**src/rtl/npc_pkg.sv**
```systemverilog
// Shared LSU definitions: RV32I load/store funct3 codes, FSM and op-kind
// enumerations, and the misalignment predicate used when LSU_MISALIGN_TRAP_EN is defined.
package npc_pkg;

   localparam logic [2:0] F3_B  = 3'b000;
   localparam logic [2:0] F3_H  = 3'b001;
   localparam logic [2:0] F3_W  = 3'b010;
   localparam logic [2:0] F3_BU = 3'b100;
   localparam logic [2:0] F3_HU = 3'b101;

   typedef enum logic [1:0] {
      S_IDLE = 2'd0,
      S_MEM  = 2'd1,
      S_RESP = 2'd2
   } lsu_state_e;

   typedef enum logic [1:0] {
      OP_NONE  = 2'd0,
      OP_LOAD  = 2'd1,
      OP_STORE = 2'd2
   } lsu_kind_e;

   // Unknown store widths behave as SW, unknown load widths as LW.
   function automatic logic misaligned(input logic is_load, input logic [2:0] f3,
                                       input logic [1:0] addr_lo);
      logic is_byte;
      logic is_half;
      is_byte = (f3 == F3_B) || (is_load && (f3 == F3_BU));
      is_half = (f3 == F3_H) || (is_load && (f3 == F3_HU));
      if (is_byte)      return 1'b0;
      else if (is_half) return addr_lo[0];
      else              return (addr_lo != 2'b00);
   endfunction

endpackage

```
**src/rtl/lsu_align.sv**
```systemverilog
// Byte-lane steering for the LSU: store data replication, write mask and
// load data extraction with sign/zero extension.
module lsu_align
   import npc_pkg::*;
(
   input  logic [1:0]  addr_lo,
   input  logic [2:0]  funct3,
   input  logic [31:0] wdata,
   input  logic [31:0] rdata,
   output logic [31:0] wdata_sh,
   output logic [3:0]  wmask,
   output logic [31:0] rdata_ext
);

   logic [7:0]  byte_sel;
   logic [15:0] half_sel;

   always_comb begin
      wdata_sh  = wdata;
      wmask     = 4'b1111;
      rdata_ext = rdata;
      byte_sel  = rdata[{addr_lo, 3'b000} +: 8];
      half_sel  = rdata[{addr_lo[1], 4'b0000} +: 16];

      case (funct3)
         F3_B: begin
            wdata_sh = {4{wdata[7:0]}};
            wmask    = 4'b0001 << addr_lo;
         end
         F3_H: begin
            wdata_sh = {2{wdata[15:0]}};
            wmask    = addr_lo[1] ? 4'b1100 : 4'b0011;
         end
         default: ;
      endcase

      case (funct3)
         F3_B:    rdata_ext = {{24{byte_sel[7]}}, byte_sel};
         F3_BU:   rdata_ext = {24'h000000, byte_sel};
         F3_H:    rdata_ext = {{16{half_sel[15]}}, half_sel};
         F3_HU:   rdata_ext = {16'h0000, half_sel};
         default: ;
      endcase
   end

endmodule

```
**src/rtl/npc_lsu.sv**
```systemverilog
// Single-outstanding load/store unit: IDLE -> MEM -> RESP handshake FSM.
// Define LSU_MISALIGN_TRAP_EN to flag misaligned halfword/word ops via out_err.
module npc_lsu
   import npc_pkg::*;
(
   input  logic        clk,
   input  logic        rst,
   input  logic        in_valid,
   output logic        in_ready,
   input  logic        in_load,
   input  logic        in_store,
   input  logic [2:0]  in_funct3,
   input  logic [31:0] in_addr,
   input  logic [31:0] in_wdata,
   input  logic [4:0]  in_rd,
   output logic        mem_req,
   output logic        mem_wen,
   output logic [31:0] mem_addr,
   output logic [31:0] mem_wdata,
   output logic [3:0]  mem_wmask,
   input  logic        mem_ack,
   input  logic [31:0] mem_rdata,
   output logic        out_valid,
   input  logic        out_ready,
   output logic [4:0]  out_rd,
   output logic        out_wen,
   output logic [31:0] out_data,
   output logic        out_err
);

   lsu_state_e  state_q,    state_d;
   lsu_kind_e   kind_q,     kind_d;
   logic [31:0] addr_q,     addr_d;
   logic [2:0]  funct3_q,   funct3_d;
   logic [31:0] wdata_q,    wdata_d;
   logic [4:0]  rd_q,       rd_d;
   logic [31:0] out_data_q, out_data_d;
   logic        out_wen_q,  out_wen_d;
   logic        out_err_q,  out_err_d;

   logic [31:0] wdata_sh;
   logic [3:0]  wmask;
   logic [31:0] rdata_ext;
   logic        trap;

   lsu_align u_align (
      .addr_lo   (addr_q[1:0]),
      .funct3    (funct3_q),
      .wdata     (wdata_q),
      .rdata     (mem_rdata),
      .wdata_sh  (wdata_sh),
      .wmask     (wmask),
      .rdata_ext (rdata_ext)
   );

`ifdef LSU_MISALIGN_TRAP_EN
   assign trap = misaligned(kind_q == OP_LOAD, funct3_q, addr_q[1:0]);
`else
   assign trap = 1'b0;
`endif

   always_comb begin
      state_d    = state_q;
      kind_d     = kind_q;
      addr_d     = addr_q;
      funct3_d   = funct3_q;
      wdata_d    = wdata_q;
      rd_d       = rd_q;
      out_data_d = out_data_q;
      out_wen_d  = out_wen_q;
      out_err_d  = out_err_q;

      case (state_q)
         S_IDLE: begin
            if (in_valid) begin
               addr_d     = in_addr;
               funct3_d   = in_funct3;
               wdata_d    = in_wdata;
               rd_d       = in_rd;
               out_data_d = '0;
               out_wen_d  = 1'b0;
               out_err_d  = 1'b0;
               if (in_load) begin
                  kind_d  = OP_LOAD;
                  state_d = S_MEM;
               end else if (in_store) begin
                  kind_d  = OP_STORE;
                  state_d = S_MEM;
               end else begin
                  kind_d  = OP_NONE;
                  state_d = S_RESP;
               end
            end
         end
         S_MEM: begin
            // A trapped op spends its MEM cycle without a request, so the
            // error response keeps the same two-cycle latency as a real access.
            if (trap) begin
               out_err_d = 1'b1;
               state_d   = S_RESP;
            end else if (mem_ack) begin
               out_wen_d  = (kind_q == OP_LOAD);
               out_data_d = (kind_q == OP_LOAD) ? rdata_ext : '0;
               state_d    = S_RESP;
            end
         end
         S_RESP: begin
            if (out_ready) state_d = S_IDLE;
         end
         default: state_d = S_IDLE;
      endcase
   end

   always_ff @(posedge clk) begin
      if (rst) begin
         state_q    <= S_IDLE;
         kind_q     <= OP_NONE;
         addr_q     <= '0;
         funct3_q   <= '0;
         wdata_q    <= '0;
         rd_q       <= '0;
         out_data_q <= '0;
         out_wen_q  <= 1'b0;
         out_err_q  <= 1'b0;
      end else begin
         state_q    <= state_d;
         kind_q     <= kind_d;
         addr_q     <= addr_d;
         funct3_q   <= funct3_d;
         wdata_q    <= wdata_d;
         rd_q       <= rd_d;
         out_data_q <= out_data_d;
         out_wen_q  <= out_wen_d;
         out_err_q  <= out_err_d;
      end
   end

   assign in_ready  = (state_q == S_IDLE);
   assign mem_req   = (state_q == S_MEM) && !trap;
   assign mem_wen   = mem_req && (kind_q == OP_STORE);
   assign mem_wmask = mem_wen ? wmask : 4'b0000;
   assign mem_addr  = {addr_q[31:2], 2'b00};
   assign mem_wdata = wdata_sh;
   assign out_valid = (state_q == S_RESP);
   assign out_rd    = rd_q;
   assign out_wen   = out_wen_q;
   assign out_data  = out_data_q;
   assign out_err   = out_err_q;

endmodule

```
**config.mk**
```make
export PLATFORM = sky130hd
export DESIGN_NAME = npc_lsu
export DESIGN_NICKNAME = d
export VERILOG_FILES = /design/src/rtl/npc_pkg.sv /design/src/rtl/lsu_align.sv /design/src/rtl/npc_lsu.sv
export SDC_FILE = /design/constraint.sdc
export NUM_CORES = 1
export LEC_CHECK = 0
export ABC_AREA = 0
export BUFFER_PORTS_ARGS = -buffer_cell sky130_fd_sc_hd__clkbuf_2
export CAP_MARGIN = 20
export CORE_AREA = 3 3 129 131
export CTS_CLUSTER_DIAMETER = 120
export DETAILED_ROUTE_END_ITERATION = 16
export DIE_AREA = 0 0 132 134
export MAX_ROUTING_LAYER = met4
export SETUP_SLACK_MARGIN = 0.3
export SYNTH_ARGS = -nofsm -noshare
export SYNTH_HDL_FRONTEND = slang
export SYNTH_HIERARCHICAL = 1
export SYNTH_SLANG_ARGS = --single-unit
```
**constraint.sdc**
```tcl
create_clock -name clk -period 5.3 [get_ports clk]
set_input_delay 1.06 -clock clk [delete_from_list [all_inputs] [get_ports clk]]
set_output_delay 1.06 -clock clk [all_outputs]
set_load 0.02 [all_outputs]
```
# After elaboration in Yosys (flattened, before gate mapping)
# Cells that the tools add are included.
# op_classes
eq_ne,10
shifts,3
n_mux,20
n_reduce_logical,7
# ops
operator,n
32-bit one-hot mux with 2 select lines,2
32-bit one-hot mux with 4 select lines,1
32-bit two-way mux,3
32-bit by 6-bit variable part select with 16-bit output,1
32-bit by 6-bit variable part select with 8-bit output,1
2-bit two-way mux,7
4-bit two-way mux,2
4-bit one-hot mux with 2 select lines,1
"3-bit == test, second input constant",2
2-bit one-hot mux with 3 select lines,1
3-bit AND reduction,2
"2-bit by 1-bit == test with 1-bit output, second input constant",2
"2-bit == test, second input constant",2
"2-bit by 1-bit != test with 1-bit output, second input constant",2
"1-bit by 2-bit left shift with 4-bit output, first input constant",1
"3-bit by 1-bit == test with 1-bit output, second input constant",1
3-bit logical NOT,1
2-bit logical NOT,1
1-bit two-way mux,2
"2-bit != test, second input constant",1
1-bit one-hot mux with 2 select lines,1
2-bit AND reduction,1
2-bit nonzero test,1
1-bit logical AND,1
# totals
reg_bits,109
elab_cells,48
output_inout_bits,111

# Logic depth before layout (Yosys ltp)
# depth
depth_word,5
ltp_mapped,7
depth_no_buf,5

# By module
# Netlist, hierarchy kept.
# by_module_without_submodules
mod,area_each_um2,cells_each,seq_area_each_um2,instances
npc_lsu,4147.7,458,2182.1,1
lsu_align,1255.0,185,0.0,1

# Least setup slack after synthesis
# Ideal clock, no wire load.
# synth_timing
kind,reg2out
startpoint,register funct3_q[1]
endpoint,output mem_wdata[24]
stages_incl_launch_ff,7
n_path_buf,3
slack_ns,2.762
t_arrival_ns,1.478
cell_sequence,dfxtp_1 -> buf_2 -> nor2_1 -> buf_2 -> clkbuf_1 -> nor2_1 -> a21oi_1
# synth_between
elab_chain_cells,2
# synth_lines
item,line_no,source
"start, declared",npc_lsu.sv:34,"logic [2:0] funct3_q, funct3_d;"
"start signal, assigned",npc_lsu.sv:129,funct3_q <= funct3_d;
3-bit by 1-bit == test with 1-bit output or 3-bit logical NOT (tied branches),lsu_align.sv:25,case (funct3)
32-bit one-hot mux with 2 select lines (*),lsu_align.sv:25,
"end, declared",npc_lsu.sv:19,"output logic [31:0] mem_wdata,"
# Mark *: on every way between the ends. The rest lies on a longest branch, timed or not.

# Worst setup path after layout
# layout_timing
startpoint,register addr_q[1]
endpoint,output mem_wmask[2]
# layout_between
elab_chain_cells,3
# layout_lines
item,line_no,source
"start, declared",npc_lsu.sv:33,"logic [31:0] addr_q, addr_d;"
"start signal, assigned",npc_lsu.sv:128,addr_q <= addr_d;
4-bit two-way mux or 1-bit by 2-bit left shift with 4-bit output (tied branches),"lsu_align.sv:32, lsu_align.sv:28",
4-bit one-hot mux with 2 select lines (*),lsu_align.sv:25,
via wmask[2],npc_lsu.sv:42,logic [3:0] wmask;
4-bit two-way mux (*),npc_lsu.sv:141,assign mem_wmask = mem_wen ? wmask : 4'b0000;
"end, declared",npc_lsu.sv:20,"output logic [3:0] mem_wmask,"
# The timed path passes the listed nets; every way through them passes the cells marked *.

==> flow_summary_export.csv <==
group,metric,value,unit
clock_tree,root_buffer,"clkbuf_16",
die,die_area,0.0177,mm²
power,pwr-share-comb,0.230,
synth,synthArstFlopShare,0,
cells_and_area,final_util,0.414,
setup_path,r2r.worst_path.cells,5,
setup_path,crit_cells,4,
clock_tree,post_cts_resized,0,
clock_tree,post-cts-setup-buffers,0,
global_routing,antenna_found_initial,3,
drt,drc,0,
timing,max_freq,298,MHz
synth,yosys.area_share.xor_xnor,0,
power,clkPwrFrac,0.331,
worst_hold_path,hold_path_class,"reg -> reg",
synth,synth.yosys.warnings,6,
setup_path,slowest_stage,"dfxtp_1",
synth,synth_ff_type,"dfxtp_1",
cells_and_area,area_delta_synth_final,20.3,%
synth,synth_area,0.00540,mm²
placed_design,gp_congestion,0.906,
synth,yosys_register_bits,109,
timing,maxSlewViolCount,0,
setup_path,critPathRequiredTime,4.24,ns
synth,synth_cells,643,
synth,synth_compound_area_frac,0.187,
setup_path,crit_start,"addr_q[1]",
clock_tree,ctsHoldBuffers,0,
cells_and_area,final_layout_size_suffix_gt1_frac,0.346,
setup_path,critPathLaunchType,"register",
cells_and_area,instances_no_fill,1011,
timing,period_share,0.633,
drt,dr_total_vias,4952,
synth,synthSimpleGateAreaFrac,0.195,
timing,finalHoldViolCount,0,
global_routing,grt_pass1_vias,4514,
drt,firstDrtPassIters,7,
clock_tree,cts_tree,"yes",
run,maxCapViolCount,0,
setup_path,cp_num_buf_inv,2,
setup_path,r2r_end,"out_data[7]",
global_routing,grt_first_pass_wirelength,24.2,mm
die,rows,46,
timing,setup_viol,0,
synth,syn_avg_cell_area,8.40,µm²
die,io_pins,222,
setup_path,timing.rr.start,"addr_q[1]",
power,power_switching,0.648,mW
synth,synth_top_family_by_area,"simple AND/OR/NAND/NOR gates",
setup_path,path_max_fanout,28,
timing,clock-skew-final,0.00976,ns
die,start_util,0.344,
drt,drt_wl_total,15.8,mm
drt,wl_per_cell,15.7,µm
clock_tree,clock_sinks,109,
setup_path,critPathKind,"reg -> out",
timing,period_minus_slack,3.35,ns
clock_tree,clk_latency,0.35,ns
power,power.internal,1.42,mW
setup_path,slowest_delay,0.98,ns
setup_path,cp-end-kind,"output port",
placed_design,io_buffers,218,
global_routing,grtUsageTotal,0.176,
timing,tns,0,ns
setup_path,cp_top_family,"flip-flops",
die,core,0.0157,mm²
drt,drt.antenna.violating_nets,0,
timing,tightest_slew,0.997,ns
synth,synth-seq-area-share,0.404,
clock_tree,numCtsBuffers,9,
power,seq_power_share,0.438,
die,die-width,132,µm
placed_design,placed_cell_area,0.00618,mm²
status,status,"finished, final reports clean",
clock_tree,cts-htree-levels,3,
placed_design,dp_hpwl,11.3,mm
cells_and_area,nets,899,
synth,yosysUniqueCellTypes,44,
timing,grt_setup_unrepaired,"no",
power,p_per_area,318,mW/mm²
setup_path,critPathCapture,"mem_wmask[2]",
cells_and_area,fin_area,0.00650,mm²
synth,synthAdderAreaFrac,0,
synth,muxShareOfSynthArea,0.0887,
setup_path,cp_data_arrival_time,2.29,ns
placed_design,dp.cells,992,
clock_tree,clk_pin_slew,0.07,ns
synth,synth_enable_flop_cells,0,
global_routing,grt_start_max_net_pins,78,
timing,slew_headroom,0.335,
die,die_h,134,µm
setup_path,crit_chain,"inv_1 -> o21ai_0 -> and2_1 -> clkbuf_2",
power,p_sw_frac,0.313,
global_routing,overflow,0,
setup_path,ff2ff_setup_slack,2.69,ns
drt,drtIter0Drc,295,
clock_tree,clock_path_buffers,2,
power,vdd_ir_drop_max,0.000194,V
drt,viasPerCell,4.90,
power,total_leakage_power,2.91,nW
placed cells by master (no fill, tap or decap), drive strengths merged, types with 10 or more instances in the layout:
cell,netlist,layout
a21oi,90,90
clkbuf,20,231
nor2,28,28
mux2i,10,10
o21ai,11,11
dfxtp,109,109
a32o,32,32
nand2,183,183
mux2,17,17
nor2b,10,10
logic make-up after synthesis:
| logic type | after synthesis |
|---|---|
| AOI/OAI and AO/OA | 156 |
| buffers and inverters | 98 |
| DFF | 109 |
| muxes | 35 |
| other | 1 |
| and+or+nand+nor | 244 |
power groups by stage:
stage	Combinational, mW	Clock (mW)	Sequential [mW]
after floorplan	0.383	0	0.912
after global placement	0.474	0	0.926
after detailed placement	0.480	0	0.926
after CTS	0.480	0.708	0.907
after global routing	0.526	0.739	0.915
final	0.477	0.686	0.907
sequential cells by signal (all words and copies together), names as in the netlist:
name and cells:
addr_q 32, out_data 32, wdata_q 32, out_rd 5, funct3_q 3, kind_q 2
state_q 2, out_wen 1
stage by stage:
| stage | hold WS (ns) | power (mW) | setup WS (ns) |
|---|---|---|---|
| global placement | 0.441 | 1.40 | 2.19 |
| global route | 0.470 | 2.18 | 1.77 |
| floorplan | 0.433 | 1.30 | 2.76 |
| detailed placement | 0.446 | 1.41 | 2.36 |
| CTS | 0.456 | 2.10 | 1.97 |
| finish | 0.455 | 2.07 | 1.95 |
layer usage:
metal,part of all wire,global-route usage,vias to the layer above
li1,-,-,2446
met1,0.43,0.222,2280
met2,0.47,0.272,204
met3,0.078,0.0506,22
met4,0.018,0.0583,0
met5,0,-,-
synthesized netlist by cell type (2+ instances only):
master,instances,area (µm²)
and2_1,4,25.0
nand3b_1,8,60.1
nand2_1,182,683
mux4_1,2,52.6
mux2_2,17,191
mux2i_1,10,100
o21ai_0,11,55.1
o21a_1,7,52.6
nor2b_1,10,62.6
buf_1,2,7.51
nor3_4,2,32.5
mux4_2,6,135
nor2_1,28,105
dfxtp_1,109,2180
o22ai_1,7,43.8
o2bb2ai_1,2,17.5
inv_1,3,11.3
a32o_1,30,300
a21oi_1,90,450
clkbuf_1,20,75.1
buf_4,50,375
buf_6,13,146
a32o_2,2,22.5
buf_2,8,40.0
final cells by class:
type	instances	area, µm²
sequential	109	2180
timing repair buffer	226	1170
inverter	4	15.0
multi-input combinational	438	2560
clock inverter	3	45.0
clock buffer	13	250
antenna	2	5.00
tap	216	270
fill	1657	9210
worst min-delay path by stage:
stage                            from     endpoint  slack, ns  cells past startpoint
final                     wdata_q[17]  wdata_q[17]       0.45                      2
after global routing        addr_q[8]    addr_q[8]       0.47                      2
after CTS                   addr_q[5]    addr_q[5]       0.46                      2
after detailed placement    addr_q[5]    addr_q[5]       0.45                      2
after global placement     addr_q[16]   addr_q[16]       0.44                      2
after floorplan             addr_q[0]    addr_q[0]       0.43                      2
worst min-delay path, cell delays in order, from the launching register on:
cell     delay (ns)
dfxtp_1        0.31
nand2_1        0.05
a21oi_1        0.05
(Power assumes the default switching activity.)
